[config.mk]
export PLATFORM = sky130hd
export DESIGN_NAME = uart_rx_oversampled
export DESIGN_NICKNAME = d
export VERILOG_FILES = /design/src/rtl/uart_rx_oversampled.sv
export SDC_FILE = /design/constraint.sdc
export NUM_CORES = 1
export LEC_CHECK = 0
export ABC_AREA = 0
export CORE_UTILIZATION = 30
export CTS_BUF_LIST = sky130_fd_sc_hd__clkbuf_8
export DETAILED_ROUTE_END_ITERATION = 12
export PLACE_DENSITY = 0.55
export SLEW_MARGIN = 10
export SYNTH_ARGS = -nofsm -noshare
export SYNTH_HDL_FRONTEND = slang
export SYNTH_SLANG_ARGS = --single-unit
[constraint.sdc]
create_clock -name clk -period 1.62 [get_ports clk]
set_input_delay 0.324 -clock clk [delete_from_list [all_inputs] [get_ports clk]]
set_output_delay 0.324 -clock clk [all_outputs]
set_load 0.01 [all_outputs]
[src/rtl/uart_rx_oversampled.sv]
// UART receiver: oversampled line, 3-sample majority vote at bit centre, optional parity,
// 1/2 stop bits, and a one-entry valid/ready holding register with error flags.
module uart_rx_oversampled #(
  parameter int DATA_BITS  = 8,
  parameter int OVERSAMPLE = 16,
  parameter int PARITY_EN  = 1,
  parameter int PARITY_ODD = 0,
  parameter int STOP_BITS  = 1
) (
  input  logic                 clk,
  input  logic                 nrst,
  input  logic                 os_tick,
  input  logic                 rx_i,
  output logic [DATA_BITS-1:0] rx_data_o,
  output logic                 rx_valid_o,
  input  logic                 rx_ready_i,
  output logic                 parity_err_o,
  output logic                 frame_err_o,
  output logic                 break_o,
  output logic                 overrun_err_o,
  output logic                 busy_o
);

  localparam int TICK_W = $clog2(OVERSAMPLE);
  localparam int BIT_W  = $clog2(DATA_BITS + 1);

  localparam logic [TICK_W-1:0] HALF_LAST = TICK_W'(OVERSAMPLE / 2 - 1);
  localparam logic [TICK_W-1:0] FULL_LAST = TICK_W'(OVERSAMPLE - 1);
  localparam logic [BIT_W-1:0]  DATA_LAST = BIT_W'(DATA_BITS - 1);
  localparam logic [BIT_W-1:0]  STOP_LAST = BIT_W'(STOP_BITS - 1);
  localparam logic              PAR_EN    = (PARITY_EN != 0);
  localparam logic              PAR_ODD   = (PARITY_ODD != 0);

  typedef enum logic [2:0] {
    S_IDLE,
    S_START,
    S_DATA,
    S_PARITY,
    S_STOP,
    S_WAIT_HIGH
  } state_t;

  state_t               state_q, state_d;
  logic                 rx_meta_q, rx_s_q;
  logic [1:0]           hist_q;
  logic [TICK_W-1:0]    tick_q, tick_d;
  logic [BIT_W-1:0]     bit_q, bit_d;
  logic [DATA_BITS-1:0] shreg_q, shreg_d;
  logic                 pbit_q, pbit_d;
  logic                 ferr_q, ferr_d;
  logic                 frame_done;
  logic                 vote;
  logic                 at_half, at_full;

  logic [DATA_BITS-1:0] data_q, data_d;
  logic                 valid_q, valid_d;
  logic                 perr_q, perr_d;
  logic                 fflag_q, fflag_d;
  logic                 brk_q, brk_d;
  logic                 ovr_q, ovr_d;
  logic                 new_perr, new_brk;
  logic                 handshake, load;

  // Line synchroniser plus the two previous tick samples for the majority vote.
  always_ff @(posedge clk or negedge nrst) begin
    if (!nrst) begin
      rx_meta_q <= 1'b1;
      rx_s_q    <= 1'b1;
      hist_q    <= 2'b11;
    end else begin
      rx_meta_q <= rx_i;
      rx_s_q    <= rx_meta_q;
      if (os_tick) hist_q <= {hist_q[0], rx_s_q};
    end
  end

  assign vote    = (hist_q[1] & hist_q[0]) | (hist_q[1] & rx_s_q) | (hist_q[0] & rx_s_q);
  assign at_half = os_tick && (tick_q == HALF_LAST);
  assign at_full = os_tick && (tick_q == FULL_LAST);

  always_ff @(posedge clk or negedge nrst) begin
    if (!nrst) begin
      state_q <= S_IDLE;
      tick_q  <= '0;
      bit_q   <= '0;
      shreg_q <= '0;
      pbit_q  <= 1'b0;
      ferr_q  <= 1'b0;
    end else begin
      state_q <= state_d;
      tick_q  <= tick_d;
      bit_q   <= bit_d;
      shreg_q <= shreg_d;
      pbit_q  <= pbit_d;
      ferr_q  <= ferr_d;
    end
  end

  always_comb begin
    state_d    = state_q;
    tick_d     = tick_q;
    bit_d      = bit_q;
    shreg_d    = shreg_q;
    pbit_d     = pbit_q;
    ferr_d     = ferr_q;
    frame_done = 1'b0;
    case (state_q)
      S_IDLE: begin
        tick_d = '0;
        bit_d  = '0;
        ferr_d = 1'b0;
        if (!rx_s_q) state_d = S_START;
      end
      S_START: begin
        if (at_half) begin
          tick_d  = '0;
          bit_d   = '0;
          state_d = vote ? S_IDLE : S_DATA;
        end else if (os_tick) begin
          tick_d = tick_q + TICK_W'(1);
        end
      end
      S_DATA: begin
        if (at_full) begin
          tick_d  = '0;
          // LSB arrives first, so after DATA_BITS shifts it sits in bit 0.
          shreg_d = {vote, shreg_q[DATA_BITS-1:1]};
          if (bit_q == DATA_LAST) begin
            bit_d   = '0;
            state_d = PAR_EN ? S_PARITY : S_STOP;
          end else begin
            bit_d = bit_q + BIT_W'(1);
          end
        end else if (os_tick) begin
          tick_d = tick_q + TICK_W'(1);
        end
      end
      S_PARITY: begin
        if (at_full) begin
          tick_d  = '0;
          pbit_d  = vote;
          state_d = S_STOP;
        end else if (os_tick) begin
          tick_d = tick_q + TICK_W'(1);
        end
      end
      S_STOP: begin
        if (at_full) begin
          tick_d = '0;
          if (!vote) ferr_d = 1'b1;
          if (bit_q == STOP_LAST) begin
            bit_d      = '0;
            frame_done = 1'b1;
            state_d    = vote ? S_IDLE : S_WAIT_HIGH;
          end else begin
            bit_d = bit_q + BIT_W'(1);
          end
        end else if (os_tick) begin
          tick_d = tick_q + TICK_W'(1);
        end
      end
      S_WAIT_HIGH: begin
        if (rx_s_q) state_d = S_IDLE;
      end
      default: state_d = S_IDLE;
    endcase
  end

  // ferr_d already folds in the final stop sample taken this cycle.
  assign new_perr  = PAR_EN & ((^shreg_q) ^ pbit_q ^ PAR_ODD);
  assign new_brk   = (shreg_q == '0) & (~PAR_EN | ~pbit_q) & ferr_d;
  assign handshake = valid_q & rx_ready_i;
  assign load      = frame_done & (~valid_q | rx_ready_i);

  always_comb begin
    data_d  = data_q;
    valid_d = valid_q;
    perr_d  = perr_q;
    fflag_d = fflag_q;
    brk_d   = brk_q;
    ovr_d   = ovr_q;
    if (handshake) begin
      valid_d = 1'b0;
      perr_d  = 1'b0;
      fflag_d = 1'b0;
      brk_d   = 1'b0;
      ovr_d   = 1'b0;
    end
    if (load) begin
      data_d  = shreg_q;
      valid_d = 1'b1;
      perr_d  = new_perr;
      fflag_d = ferr_d;
      brk_d   = new_brk;
    end else if (frame_done) begin
      ovr_d = 1'b1;
    end
  end

  always_ff @(posedge clk or negedge nrst) begin
    if (!nrst) begin
      data_q  <= '0;
      valid_q <= 1'b0;
      perr_q  <= 1'b0;
      fflag_q <= 1'b0;
      brk_q   <= 1'b0;
      ovr_q   <= 1'b0;
    end else begin
      data_q  <= data_d;
      valid_q <= valid_d;
      perr_q  <= perr_d;
      fflag_q <= fflag_d;
      brk_q   <= brk_d;
      ovr_q   <= ovr_d;
    end
  end

  assign rx_data_o     = data_q;
  assign rx_valid_o    = valid_q;
  assign parity_err_o  = perr_q;
  assign frame_err_o   = fflag_q;
  assign break_o       = brk_q;
  assign overrun_err_o = ovr_q;
  assign busy_o        = (state_q != S_IDLE);

endmodule

* Word level (Yosys, flattened, before mapping) *
Index checks and enable logic that the tools add are counted.

cells by class
  bitwise gates (word level) = 13
  add/sub/neg operators = 2
  equality and inequality tests = 16
  mux-type cells = 35
  reduce and logical (&&, ||, !) cells = 15

operators with widths
  operator               count
  $mux W4                8
  $mux W3                9
  $pmux W3 S6            1
  $ne A2 B2 Y1 const B   8
  $pmux W4 S4            1
  $mux W1                13
  $pmux W4 S3            1
  $add A4 B1 Y4 const B  2
  $eq A4 B3 Y1 const B   2
  $logic_not A8 Y1       1
  $reduce_and A8 Y1      1
  $reduce_xor A8 Y1      1
  $and A1 B1 Y1          7
  $eq A3 B2 Y1 const B   2
  $eq A3 B3 Y1 const B   2
  $reduce_bool A3 Y1     2
  $eq A4 B4 Y1 const B   1
  $logic_not A4 Y1       1
  $reduce_and A2 Y1      2
  $reduce_and A4 Y1      1
  $reduce_bool A4 Y1     1
  $eq A3 B1 Y1 const B   1
  $logic_not A3 Y1       1
  $or A1 B1 Y1           3
  7 further kinds        9

word-level totals
  logic and storage cells = 96
  input bits = 5
  bits in registers = 38
  output and inout bits = 14

* Logic depth before layout (Yosys ltp) *
  depth after elaboration = 8
  depth in mapped cells = 8
  mapped depth without buffers = 7

* Worst setup path after synthesis *
OpenSTA, ideal clock, no wires.

  kind = register -> register
  from = register bit_q[0]
  to = register data_q[4] (netlist: rx_data_o[4])
  period minus slack after synthesis = 1793 ps
  path buffers = 1
  library setup time = 121 ps
  cell stages (with the launch flop) = 9
  arrival = 1672 ps
  path slack = -173 ps
  required time = 1499 ps
  cells stage by stage = dfrtp_1 > inv_1 > ha_1 > nor3b_1 > nor4b_4 > nand2_2 > buf_2 > nand2_1 > o21ai_1

between the ends
  word-level cells in the longest chain between the ends = 5

RTL lines
  element                 RTL line  RTL
  from (decl)             47        logic [BIT_W-1:0] bit_q, bit_d;
  from (signal assigned)  92        bit_q <= bit_d;
  $logic_not A4 Y1        151       if (bit_q == STOP_LAST) begin
  $mux W1                 151
  $mux W1                 148       if (at_full) begin
  $mux W1                 107       case (state_q)
  $and A1 B1 Y1           173       assign load = frame_done & (~valid_q | rx_ready_i);
  to (signal assigned)    209       data_q <= data_d;
  to (decl)               55        logic [DATA_BITS-1:0] data_q, data_d;

Every way passes these cells.
A chain may end at the register's enable or synchronous reset.

* Worst setup path after layout *
  from = register state_q[2]
  to = register state_q[0]

between the ends
  word-level cells in the longest chain between the ends = 3
  elaborated cells between the ends (all ways) = 16
  classes of those cells = 13 x eq/ne; 1 x mux; 2 x reduce/logical

RTL lines
  element                                     RTL line  RTL
  from (decl)                                 43        state_t state_q, state_d;
  from (signal assigned)                      90        state_q <= state_d;
  $eq A3 B3 Y1, or another cell as far along  107
  $ne A2 B2 Y1 (no line)                      -
  $reduce_and A8 Y1 (no line)                 -

Parallel ways exist; a longest one is shown, timed or not.

==> reports/results.md <==
## Status
* status: complete, but fails checks
* violated checks: setup timing

## Drt
* initial DRC count: 72
* Avg Vias per Cell: 4.775
* count of TritonRoute iterations in the first routing pass: 4
* Avg WL per Cell: 12.81 um
* ANT nets after route: 0
* Via Count: 1633
* number of remaining DRC errors: 0
* Detailed Route WL: 4.380 mm

## Clock tree
* clock sink count: 38
* Max Root-Sink Buffers: 2
* level count of the clock H-tree: 2
* clock buffer count from CTS: 5
* clock latency of the later-clocked register in the worst-skew pair: 0.29 ns
* CTS tree: done
* root buffer cell: sky130_fd_sc_hd__clkbuf_8
* clock-pin slew of the registers on the worst-case setup and hold paths: 0.08 ns
* hold_buf cts: 0

## Worst hold path
* classification of the worst-slack hold path: input pin to asynchronous set/reset pin

## Yosys
* syn_nets: 210
* sequential fraction of the synthesis area: 48.91%
* number of distinct library cells after synthesis: 49
* synthesized instance count: 198
* Synth Area per Inst: 9.871 um^2
* dominant register cell in the synthesized netlist: sky130_fd_sc_hd__dfrtp_1
* synth warn: 0
* Post-synth EDFFs: 0
* Netlist Area Pre-Place: 1954 um^2
* fraction of registers with async set/reset: 100.0%
* number of storage elements in the synthesis netlist: 38

## Power and ir drop
* power density cells: 1018 nW/um^2
* static power due to leakage: 1.216 nW
* Peak VDD IR: 846.6 uV

## STA
* count of final hold-check violations: 0
* crit path setup slack, layout: -0.05326 ns
* Max Clock Skew: 0.003721 ns
* Min Clock Period, post-route: 1.673 ns
* Slew Viols, Final: 0
* peak clock frequency supported by timing: 597.6 MHz
* Min Hold Slack: 0.08113 ns
* headroom to the max-slew limit: 66.80%
* Setup Viol. Count Final: 6
* setup repair after global routing missed its margin: yes
* Tcrit/Tclk final: 103.3%
* Slew @ Worst Pin: 0.4980 ns

## Placed design
* PortBufs: 18
* placer congestion estimate: 0.7794
* Cells after DPL: 324
* final HPWL from detailed placement: 3.061 mm

## GRT
* global-route wire length before repair: 6.858 mm
* largest net degree at the start of global routing: 39
* initial antenna violation count: 0
* aggregate global routing overflow: 0
* number of global-route vias before repair: 1506
* global router's overall resource usage: 13.29%

## Worst setup path
* worst setup path class: flop to flop
* data arrival time at the worst-slack endpoint: 1.89 ns
* required time worst endpoint: 1.83 ns
* endpoint class of the critical path: flop
* crit path launch type: flop
* worst-path maximum fanout: 5

## Die
* core area: 6314 um^2
* row count: 29
* initial cell density of the core: 30.96%
* top-level I/O count: 19
* die area: 6841 um^2
* height of the chip: 82.71 um
* Die X: 82.71 um

## Layout
* final non-filler cell total: 342
* share of post-route cells with drive strength above 1: 36.98%
* number of diodes added for antenna fixing: 0
* # fillers: 613
* area growth from synthesis to layout: 45.77%
* number of nets at the end of the flow: 276
* sequential standard cell area: 958.4 um^2
* multi-input gate area in the final layout: 1072 um^2

## Run
* count of maximum capacitance violations: 0

-- routing by layer --
| layer | part of all wire, % | GRT usage (%) | wire length, um | vias up |
|---|---|---|---|---|
| met5 | 0 | 0 | 0 | - |
| met1 | 51 | 18.99 | 2252 | 767 |
| met4 | 0.48 | 3.103 | 21 | 0 |
| li1 | - | - | - | 844 |
| met3 | 2.6 | 3.407 | 115 | 4 |
| met2 | 45 | 20.00 | 1989 | 18 |
-- flip-flops by register name, indices dropped and copies added (netlist names) --
register	count
bit_q	4
break_o	1
ferr_q	1
frame_err_o	1
hist_q	2
overrun_err_o	1
parity_err_o	1
pbit_q	1
rx_data_o	8
rx_meta_q	1
rx_s_q	1
rx_valid_o	1
shreg_q	8
state_q	3
tick_q	4
-- cells in the mapped netlist, types with 2 or more instances --
cell type                  instances  area (um^2)
sky130_fd_sc_hd__buf_2             2        10.01
sky130_fd_sc_hd__or3_1             2        12.51
sky130_fd_sc_hd__mux2i_1           2        20.02
sky130_fd_sc_hd__clkbuf_1          5        18.77
sky130_fd_sc_hd__a22o_1            2        17.52
sky130_fd_sc_hd__nor3b_1           2        15.01
sky130_fd_sc_hd__o211ai_1          2        15.01
sky130_fd_sc_hd__o21ai_0           6        30.03
sky130_fd_sc_hd__o31ai_1           2        15.01
sky130_fd_sc_hd__nand3_1           5        25.02
sky130_fd_sc_hd__nand2b_1          2        12.51
sky130_fd_sc_hd__mux2_2            4        45.04
sky130_fd_sc_hd__a21o_1            2        15.01
sky130_fd_sc_hd__nor2_1            8        30.03
sky130_fd_sc_hd__nor2b_1           2        12.51
sky130_fd_sc_hd__dfstp_2           4        105.1
sky130_fd_sc_hd__and3_1            2        12.51
sky130_fd_sc_hd__nand2_1          25        93.84
sky130_fd_sc_hd__nor3_1            2        10.01
sky130_fd_sc_hd__dfrtp_1          34        850.8
sky130_fd_sc_hd__inv_1            15        56.30
sky130_fd_sc_hd__a21oi_1           9        45.04
sky130_fd_sc_hd__ha_1              7        87.58
sky130_fd_sc_hd__o21ai_1          17        85.08
sky130_fd_sc_hd__a211oi_1          3        22.52
sky130_fd_sc_hd__xnor2_1           4        35.03
sky130_fd_sc_hd__o21a_1            2        15.01
sky130_fd_sc_hd__a31oi_1           3        18.77
sky130_fd_sc_hd__nand4_1           3        18.77
-- worst paths after layout --
check / start / endpoint / slack (ns) / cells past startpoint
max in group asynchronous: nrst / state_q[1]$_DFFE_PN0P_ / 1.17 / 2
max reg2reg: state_q[2]$_DFFE_PN0P_ / state_q[0]$_DFFE_PN0P_ / -0.05 / 5
min reg2reg: rx_meta_q$_DFF_PN1_ / rx_s_q$_DFF_PN1_ / 0.36 / 0
min in group clk: rx_meta_q$_DFF_PN1_ / rx_s_q$_DFF_PN1_ / 0.36 / 0
max: state_q[2]$_DFFE_PN0P_ / state_q[0]$_DFFE_PN0P_ / -0.05 / 5
min: nrst / bit_q[3]$_DFFE_PN0P_ / 0.08 / 2
-- cells by family after synthesis --
logic type / Yosys count / synth area share, %
simple gates: 61 / 16.65
xor+xnor: 4 / 1.792
mux: 7 / 3.905
compound gates: 56 / 18.44
flops: 38 / 48.91
buf+inv: 23 / 4.738
fa+ha+maj: 9 / 5.570
-- what timing repair did --
item,CTS,global route
resized for setup,10,23
cloned,0,1
setup buffers,4,5
pin swaps,10,11
setup endpoints to repair,24,23
-- metrics by stage --
stage | total power, mW | area [um^2] | setup TNS, ns | util (%) | worst slack (ns)
floorplan | 1.579 | 2012 | -0.02514 | - | -0.01262
global placement | 1.974 | 2532 | -8.243 | 40.11 | -0.3395
detailed placement | 1.985 | 2532 | -8.612 | 40.11 | -0.3810
CTS | 2.858 | 2704 | -0.4677 | 42.83 | -0.07328
global route | 3.065 | 2849 | -0.7706 | 45.12 | -0.1166
finish | 2.900 | 2849 | -0.1547 | 45.12 | -0.05326
-- area by class of cell --
cell class,count,area share [%]
clock buffers,5,2.415
clock inverters,3,1.581
inverters,15,1.976
multi-input cells,138,37.64
flip-flops and latches,38,33.64
well taps,77,3.382
repair buffers,66,19.37
-- critical path, stage by stage (launching register included) --
cell and delay [ns]:
sky130_fd_sc_hd__dfrtp_2 0.45, sky130_fd_sc_hd__or3_4 0.39, sky130_fd_sc_hd__or2_0 0.20, sky130_fd_sc_hd__a21o_1 0.21, sky130_fd_sc_hd__a21oi_4 0.14, sky130_fd_sc_hd__mux2i_1 0.20
-- power breakdown --
group	internal, mW	switching, mW
clock	0.458	0.369
sequential	1.02	0.0614
combinational	0.503	0.492
-- cell usage in the layout (no fill, tap or decap), types with 3 or more instances in the layout --
cell type                         count
sky130_fd_sc_hd__buf_4               42
sky130_fd_sc_hd__clkdlybuf4s50_1     15
sky130_fd_sc_hd__xnor2_1              3
sky130_fd_sc_hd__dfrtp_1             32
sky130_fd_sc_hd__inv_2                4
sky130_fd_sc_hd__ha_4                 3
sky130_fd_sc_hd__inv_1               11
sky130_fd_sc_hd__ha_1                 4
sky130_fd_sc_hd__o21ai_1             16
sky130_fd_sc_hd__dfstp_2              4
sky130_fd_sc_hd__a211oi_1             3
sky130_fd_sc_hd__buf_6                6
sky130_fd_sc_hd__a21oi_1              7
sky130_fd_sc_hd__nand3_1              3
sky130_fd_sc_hd__a31oi_1              3
sky130_fd_sc_hd__clkbuf_8             5
sky130_fd_sc_hd__nand2_1             25
sky130_fd_sc_hd__o21ai_0              6
sky130_fd_sc_hd__nand4_1              3
sky130_fd_sc_hd__mux2_2               4
sky130_fd_sc_hd__nor2_1               7
Power figures use the tool's default switching activity.
